File: src/rtl/cga_mac_pkg.sv
// Shared encodings for the CGA MAC segment/PCR readback block:
// read-select codes, FSM state encoding, STAT word bit positions
// and a helper that packs the STAT word.
package cga_mac_pkg;

  // Read-select encodings
  localparam logic [1:0] RDSEL_PCR  = 2'b00;
  localparam logic [1:0] RDSEL_SEG  = 2'b01;
  localparam logic [1:0] RDSEL_STAT = 2'b10;
  localparam logic [1:0] RDSEL_DUMP = 2'b11;

  // Readback FSM states
  typedef enum logic [1:0] {
    ST_IDLE = 2'b00,
    ST_HOLD = 2'b01,
    ST_DUMP = 2'b10,
    ST_DONE = 2'b11
  } rdbk_state_t;

  // STAT word bit positions
  localparam int STAT_XPT_LSB  = 0;
  localparam int STAT_PEX_BIT  = 2;
  localparam int STAT_VEX_BIT  = 3;
  localparam int STAT_SEGN_BIT = 4;

  // Dump word indices
  localparam logic [1:0] IDX_PCR  = 2'd0;
  localparam logic [1:0] IDX_SEG  = 2'd1;
  localparam logic [1:0] IDX_STAT = 2'd2;

  // Pack the status bits into the 16-bit STAT word; SEGZN is inverted
  function automatic logic [15:0] pack_stat(input logic [1:0] xpt,
                                            input logic       pex,
                                            input logic       vex,
                                            input logic       segzn);
    logic [15:0] w;
    w = 16'h0000;
    w[STAT_XPT_LSB +: 2] = xpt;
    w[STAT_PEX_BIT]      = pex;
    w[STAT_VEX_BIT]      = vex;
    w[STAT_SEGN_BIT]     = ~segzn;
    return w;
  endfunction

endpackage

File: src/rtl/cga_mac_segpt_rdbk_fmt.sv
// Combinational word formatter: builds the PCR, SEG and STAT words
// from the live register inputs and selects one of them by RDSEL.
module cga_mac_segpt_rdbk_fmt
  import cga_mac_pkg::*;
(
  input  logic [15:0] pcr,
  input  logic [7:0]  seg,
  input  logic [1:0]  xpt,
  input  logic        pex,
  input  logic        vex,
  input  logic        segzn,
  input  logic [1:0]  sel,
  output logic [15:0] pcr_word,
  output logic [15:0] seg_word,
  output logic [15:0] stat_word,
  output logic [15:0] sel_word
);

  // Format each word from the live inputs
  always_comb begin
    pcr_word  = pcr;
    seg_word  = {8'h00, seg};
    stat_word = pack_stat(xpt, pex, vex, segzn);
  end

  // Select the word for a single read; DUMP starts with the PCR word
  always_comb begin
    sel_word = 16'h0000;
    case (sel)
      RDSEL_PCR:  sel_word = pcr_word;
      RDSEL_SEG:  sel_word = seg_word;
      RDSEL_STAT: sel_word = stat_word;
      RDSEL_DUMP: sel_word = pcr_word;
      default:    sel_word = 16'h0000;
    endcase
  end

endmodule

File: src/rtl/cga_mac_segpt_rdbk.sv
// Readback engine for the CGA MAC segment/PCR registers. A single read
// snapshots one word and holds it until acknowledged; a DUMP snapshots
// all three words on one edge and streams PCR, SEG, STAT with no bubble
// while IDBACK is held, then pulses DUMPDONE. All outputs are registered.
module cga_mac_segpt_rdbk
  import cga_mac_pkg::*;
(
  input  logic        MCLK,
  input  logic        BRESETN,
  input  logic [15:0] PCR_15_0,
  input  logic [7:0]  SEG_7_0,
  input  logic [1:0]  XPT_1_0,
  input  logic        PEX,
  input  logic        VEX,
  input  logic        SEGZN,
  input  logic        RDREQ,
  input  logic [1:0]  RDSEL_1_0,
  input  logic        IDBACK,
  output logic [15:0] IDBO_15_0,
  output logic        IDBVALID,
  output logic        BUSY,
  output logic        DUMPDONE
);

  rdbk_state_t state_r;
  logic [1:0]  idx_r;
  logic [15:0] idbo_r;
  logic        idbvalid_r;
  logic        busy_r;
  logic        dumpdone_r;
  logic [15:0] pcr_snap_r;
  logic [15:0] seg_snap_r;
  logic [15:0] stat_snap_r;

  logic [15:0] pcr_word_s;
  logic [15:0] seg_word_s;
  logic [15:0] stat_word_s;
  logic [15:0] sel_word_s;

  cga_mac_segpt_rdbk_fmt u_fmt (
    .pcr       (PCR_15_0),
    .seg       (SEG_7_0),
    .xpt       (XPT_1_0),
    .pex       (PEX),
    .vex       (VEX),
    .segzn     (SEGZN),
    .sel       (RDSEL_1_0),
    .pcr_word  (pcr_word_s),
    .seg_word  (seg_word_s),
    .stat_word (stat_word_s),
    .sel_word  (sel_word_s)
  );

  // Readback FSM with index counter, snapshots and registered outputs
  always_ff @(posedge MCLK or negedge BRESETN) begin
    if (!BRESETN) begin
      state_r     <= ST_IDLE;
      idx_r       <= IDX_PCR;
      idbo_r      <= 16'h0000;
      idbvalid_r  <= 1'b0;
      busy_r      <= 1'b0;
      dumpdone_r  <= 1'b0;
      pcr_snap_r  <= 16'h0000;
      seg_snap_r  <= 16'h0000;
      stat_snap_r <= 16'h0000;
    end else begin
      case (state_r)
        ST_IDLE: begin
          dumpdone_r <= 1'b0;
          idx_r      <= IDX_PCR;
          if (RDREQ) begin
            idbvalid_r <= 1'b1;
            busy_r     <= 1'b1;
            if (RDSEL_1_0 == RDSEL_DUMP) begin
              // All three words are captured on the same edge
              pcr_snap_r  <= pcr_word_s;
              seg_snap_r  <= seg_word_s;
              stat_snap_r <= stat_word_s;
              idbo_r      <= pcr_word_s;
              state_r     <= ST_DUMP;
            end else begin
              idbo_r  <= sel_word_s;
              state_r <= ST_HOLD;
            end
          end else begin
            idbvalid_r <= 1'b0;
            busy_r     <= 1'b0;
          end
        end

        ST_HOLD: begin
          dumpdone_r <= 1'b0;
          if (IDBACK) begin
            idbvalid_r <= 1'b0;
            busy_r     <= 1'b0;
            state_r    <= ST_IDLE;
          end else begin
            idbvalid_r <= 1'b1;
            busy_r     <= 1'b1;
          end
        end

        ST_DUMP: begin
          if (idx_r == 2'd3) begin
            // Illegal index: abandon the dump quietly
            idx_r      <= IDX_PCR;
            idbvalid_r <= 1'b0;
            busy_r     <= 1'b0;
            dumpdone_r <= 1'b0;
            state_r    <= ST_IDLE;
          end else if (IDBACK) begin
            case (idx_r)
              IDX_PCR: begin
                idx_r  <= IDX_SEG;
                idbo_r <= seg_snap_r;
              end
              IDX_SEG: begin
                idx_r  <= IDX_STAT;
                idbo_r <= stat_snap_r;
              end
              IDX_STAT: begin
                idx_r      <= IDX_PCR;
                idbvalid_r <= 1'b0;
                dumpdone_r <= 1'b1;
                state_r    <= ST_DONE;
              end
              default: begin
                idx_r      <= IDX_PCR;
                idbvalid_r <= 1'b0;
                busy_r     <= 1'b0;
                state_r    <= ST_IDLE;
              end
            endcase
          end else begin
            idbvalid_r <= 1'b1;
            busy_r     <= 1'b1;
          end
        end

        ST_DONE: begin
          dumpdone_r <= 1'b0;
          idbvalid_r <= 1'b0;
          busy_r     <= 1'b0;
          idx_r      <= IDX_PCR;
          state_r    <= ST_IDLE;
        end

        default: begin
          idx_r      <= IDX_PCR;
          idbvalid_r <= 1'b0;
          busy_r     <= 1'b0;
          dumpdone_r <= 1'b0;
          state_r    <= ST_IDLE;
        end
      endcase
    end
  end

  assign IDBO_15_0 = idbo_r;
  assign IDBVALID  = idbvalid_r;
  assign BUSY      = busy_r;
  assign DUMPDONE  = dumpdone_r;

endmodule

File: config.mk
export PLATFORM = sky130hd
export DESIGN_NAME = cga_mac_segpt_rdbk
export DESIGN_NICKNAME = d
export VERILOG_FILES = /design/src/rtl/cga_mac_pkg.sv /design/src/rtl/cga_mac_segpt_rdbk_fmt.sv /design/src/rtl/cga_mac_segpt_rdbk.sv
export SDC_FILE = /design/constraint.sdc
export NUM_CORES = 1
export LEC_CHECK = 0
export CAP_MARGIN = 20
export CORE_MARGIN = 3
export CORE_UTILIZATION = 47
export CTS_CLUSTER_DIAMETER = 80
export DETAILED_ROUTE_END_ITERATION = 7
export PLACE_DENSITY_LB_ADDON = 0.08
export SETUP_SLACK_MARGIN = 0.4
export SYNTH_ARGS = -nofsm -noshare
export SYNTH_HDL_FRONTEND = slang
export SYNTH_SLANG_ARGS = --single-unit
File: constraint.sdc
create_clock -name MCLK -period 2 [get_ports MCLK]
set_clock_uncertainty 0.15 [all_clocks]
set_input_delay 0.6 -clock MCLK [delete_from_list [all_inputs] [get_ports MCLK]]
set_output_delay 0.6 -clock MCLK [all_outputs]
set_load 0.02 [all_outputs]
==> flow_metrics.py <==
metrics = {
    "status": {
        "status": "finished, final reports clean",
    },
    "clocking": {
        "clock_latency_ns": 0.29,
        "clockRootBuffer": "clkbuf_8",
        "htree_levels": 2,
        "cts_sinks": 36,
        "clk_pin_slew_ns": 0.07,
        "clock_path_buffers": 2,
        "cts_tree": "done",
        "numCtsBuffers": 5,
    },
    "floorplanning": {
        "pin_count": 54,
        "fp.dieH_microns": 69.8,
        "rows": 22,
        "core_area_sq_um": 3800,
        "die_area_sq_um": 4870,
        "start_util_pct": 50.3,
        "dieWidth_microns": 69.8,
    },
    "global_route": {
        "track_usage_pct": 23.3,
        "grt_pass1_vias": 1734,
        "grt_max_degree": 37,
        "antenna_found_initial": 0,
        "grt_overflow_total": 0,
        "grt_pass1_wl_microns": 8810,
    },
    "critical_path": {
        "cpLargestDelayFamily": "compound AO/OA/AOI/OAI gates",
        "worstPathRequired_ns": 2.02,
        "path_buf_inv": 2,
        "crit_chain": "inv_2 -> ha_4 -> and2b_2 -> o21ai_2 -> nor3_4 -> buf_6 -> a22o_1",
        "path_class": "register to register",
        "critical_path_arrival_ns": 1.83,
        "worstPathMaxFanout": 8,
        "max_stage_delay_ns": 0.39,
        "endpoint_kind": "register",
        "start_kind": "register",
        "crit_path_top_delay_cell": "dfrtp_1",
    },
    "synthesis": {
        "synth_seq_cells": 36,
        "synth_most_common_cell": "dfrtp_1",
        "syn_inst": 163,
        "synth_area_leaders": "dfrtp_1, mux2_2, ha_1",
        "synthArstFlopShare_pct": 100,
        "ys_warn_count": 0,
        "netlist_top_cells_count": "dfrtp_1, mux2_2, nand2_1",
        "syn_area_sq_um": 1910,
        "synth_top_area_share_pct": 47.1,
        "synth-edff-count": 0,
        "yosysSeqAreaShare_pct": 47.1,
        "synth_ff_type": "dfrtp_1",
        "syn_nets": 205,
        "ys_types": 35,
        "yosys.area.top_type": "dfrtp_1",
        "synth.avg_cell_area_sq_um": 11.7,
    },
    "route": {
        "viasPerCell": 5.63,
        "wl_microns": 5990,
        "num_vias": 1745,
        "drcViolationCount": 0,
        "drtPass1Iterations": 4,
        "drtAntennaViolNets": 0,
        "dr.first_iter.drc_count": 110,
        "wl_per_cell_microns": 19.3,
    },
    "sta": {
        "setup_slack_ns": 0.188,
        "hold_slack_ns": 0.352,
        "fin_crit_sh_pct": 90.6,
        "maxSlewHeadroom_pct": 81.2,
        "hold_viol_final": 0,
        "slew_violations": 0,
        "min_period_ns": 1.81,
        "max_freq_mhz": 552,
        "tightest_slew_ns": 0.279,
        "fin_tns_setup_ns": 0,
        "grt_setup_unrepaired": "yes",
        "setup_viol": 0,
    },
    "cells_and_area": {
        "fin_util_pct": 85.4,
        "layout-area-overhead-vs-synth_pct": 69.6,
        "layout.nets": 304,
        "drive_gt1_share_pct": 53.8,
        "fin_area_sq_um": 3240,
        "fin_cells": 310,
        "diodes": 0,
        "fillers": 192,
    },
    "pwr": {
        "power.leakage_nw": 1.47,
        "p_sw_mw": 1.75,
        "total_power_mw": 4.68,
        "p_per_area_nw_per_um2": 1440,
        "seq_power_share_pct": 27.3,
        "internal_power_mw": 2.93,
        "netSwitchingFraction_pct": 37.3,
        "vdd_drop_max_v": 0.00110,
        "clockPowerShare_pct": 10.5,
        "power_frac_comb_pct": 62.2,
    },
    "placed_design": {
        "place_ws_ns": -0.504,
        "dp_hpwl_microns": 3390,
        "placed_cell_area_sq_um": 2750,
        "port_buffers": 53,
        "placed_cells": 274,
        "gp_congestion": 0.774,
    },
    "job": {
        "cap_violations": 0,
    },
    "min_path": {
        "hold_class": "register to register",
    },
}
per-layer routing:
metal | share of wire, % | up-vias | global-route usage (%)
met5 | 0 | - | 0
met4 | 2.8 | 0 | 9.15
met3 | 6.1 | 17 | 6.09
met2 | 51 | 64 | 37.0
met1 | 40 | 859 | 30.2
li1 | - | 805 | -
what timing repair did:
| item | in CTS | in global routing |
|---|---|---|
| cloned | 3 | 0 |
| hold buffers | 0 | 0 |
| endpoints found under the setup margin | 55 | 52 |
| buffers inserted | 12 | 14 |
| resized for setup | 123 | 38 |
| pin swaps | 17 | 6 |
logic make-up after synthesis:
| family | count (synthesis) | share of synthesized area, % |
|---|---|---|
| AO/OA/AOI/OAI | 53 | 21.7 |
| adder cells (fa/ha/maj) | 7 | 4.58 |
| buffers and inverters | 16 | 4.97 |
| flip-flops | 36 | 47.1 |
| multiplexers | 22 | 12.9 |
| AND/OR/NAND/NOR | 29 | 8.71 |
layout make-up:
type | instances | area [sq um] | area share (%)
multi-input combinational | 111 | 1160 | 35.8
timing repair buffer | 101 | 1010 | 31.2
sequential | 36 | 903 | 27.9
clock buffer | 6 | 72.6 | 2.24
tap | 48 | 60.1 | 1.85
inverter | 7 | 28.8 | 0.887
clock inverter | 1 | 5.00 | 0.154
sequential cells by signal, summed over array words and instances, names as in the netlist:
signal and cells:
IDBVALID 1, stat_snap_r 5, DUMPDONE 1, seg_snap_r 8, BUSY 1, state_r 2
idx_r 2, IDBO_15_0 16
worst reg2reg max path, delay by kind of cell, from the launching register on:
kind / cells / cell delay, ns
AO/OA/AOI/OAI: 2 / 0.45
adder cells (fa/ha/maj): 1 / 0.16
buffers and inverters: 2 / 0.26
flip-flops: 1 / 0.39
AND/OR/NAND/NOR: 2 / 0.30
layout by cell type (no fill, tap or decap), types with 5 or more instances in the layout:
cell type        instances
dfrtp_1                 34
buf_4                   33
clkdlybuf4s50_1         30
buf_6                   22
mux2_2                  17
a2bb2oi_1                8
nand2_1                  7
o21ai_1                  7
a22o_4                   7
buf_2                    6
nand2_2                  5
a221oi_2                 5
o21bai_1                 5
ha_4                     5
clkbuf_8                 5
buf_12                   5
power by group through the flow:
stage / Sequential, mW / Combinational, mW / Clock, mW
2_1_floorplan: 1.39 / 1.17 / 0
3_3_place_gp: 1.21 / 2.06 / 0
3_5_place_dp: 1.24 / 2.12 / 0
4_1_cts: 1.24 / 2.47 / 0.488
5_1_grt: 1.31 / 3.08 / 0.535
6_report: 1.28 / 2.91 / 0.493
path summary, 6_finish.rpt:
check                                from        endpoint  slack [ns]  depth (start not counted)
hold reg to reg            stat_snap_r[4]  stat_snap_r[4]        0.35                          2
setup / recovery               state_r[0]   IDBO_15_0[15]        0.19                          7
min in group asynchronous         BRESETN    IDBO_15_0[4]        0.53                          2
max in group asynchronous         BRESETN      state_r[1]        0.96                          2
hold / removal             stat_snap_r[4]  stat_snap_r[4]        0.35                          2
setup reg to reg               state_r[0]   IDBO_15_0[15]        0.19                          7
(Power assumes the default switching activity.)
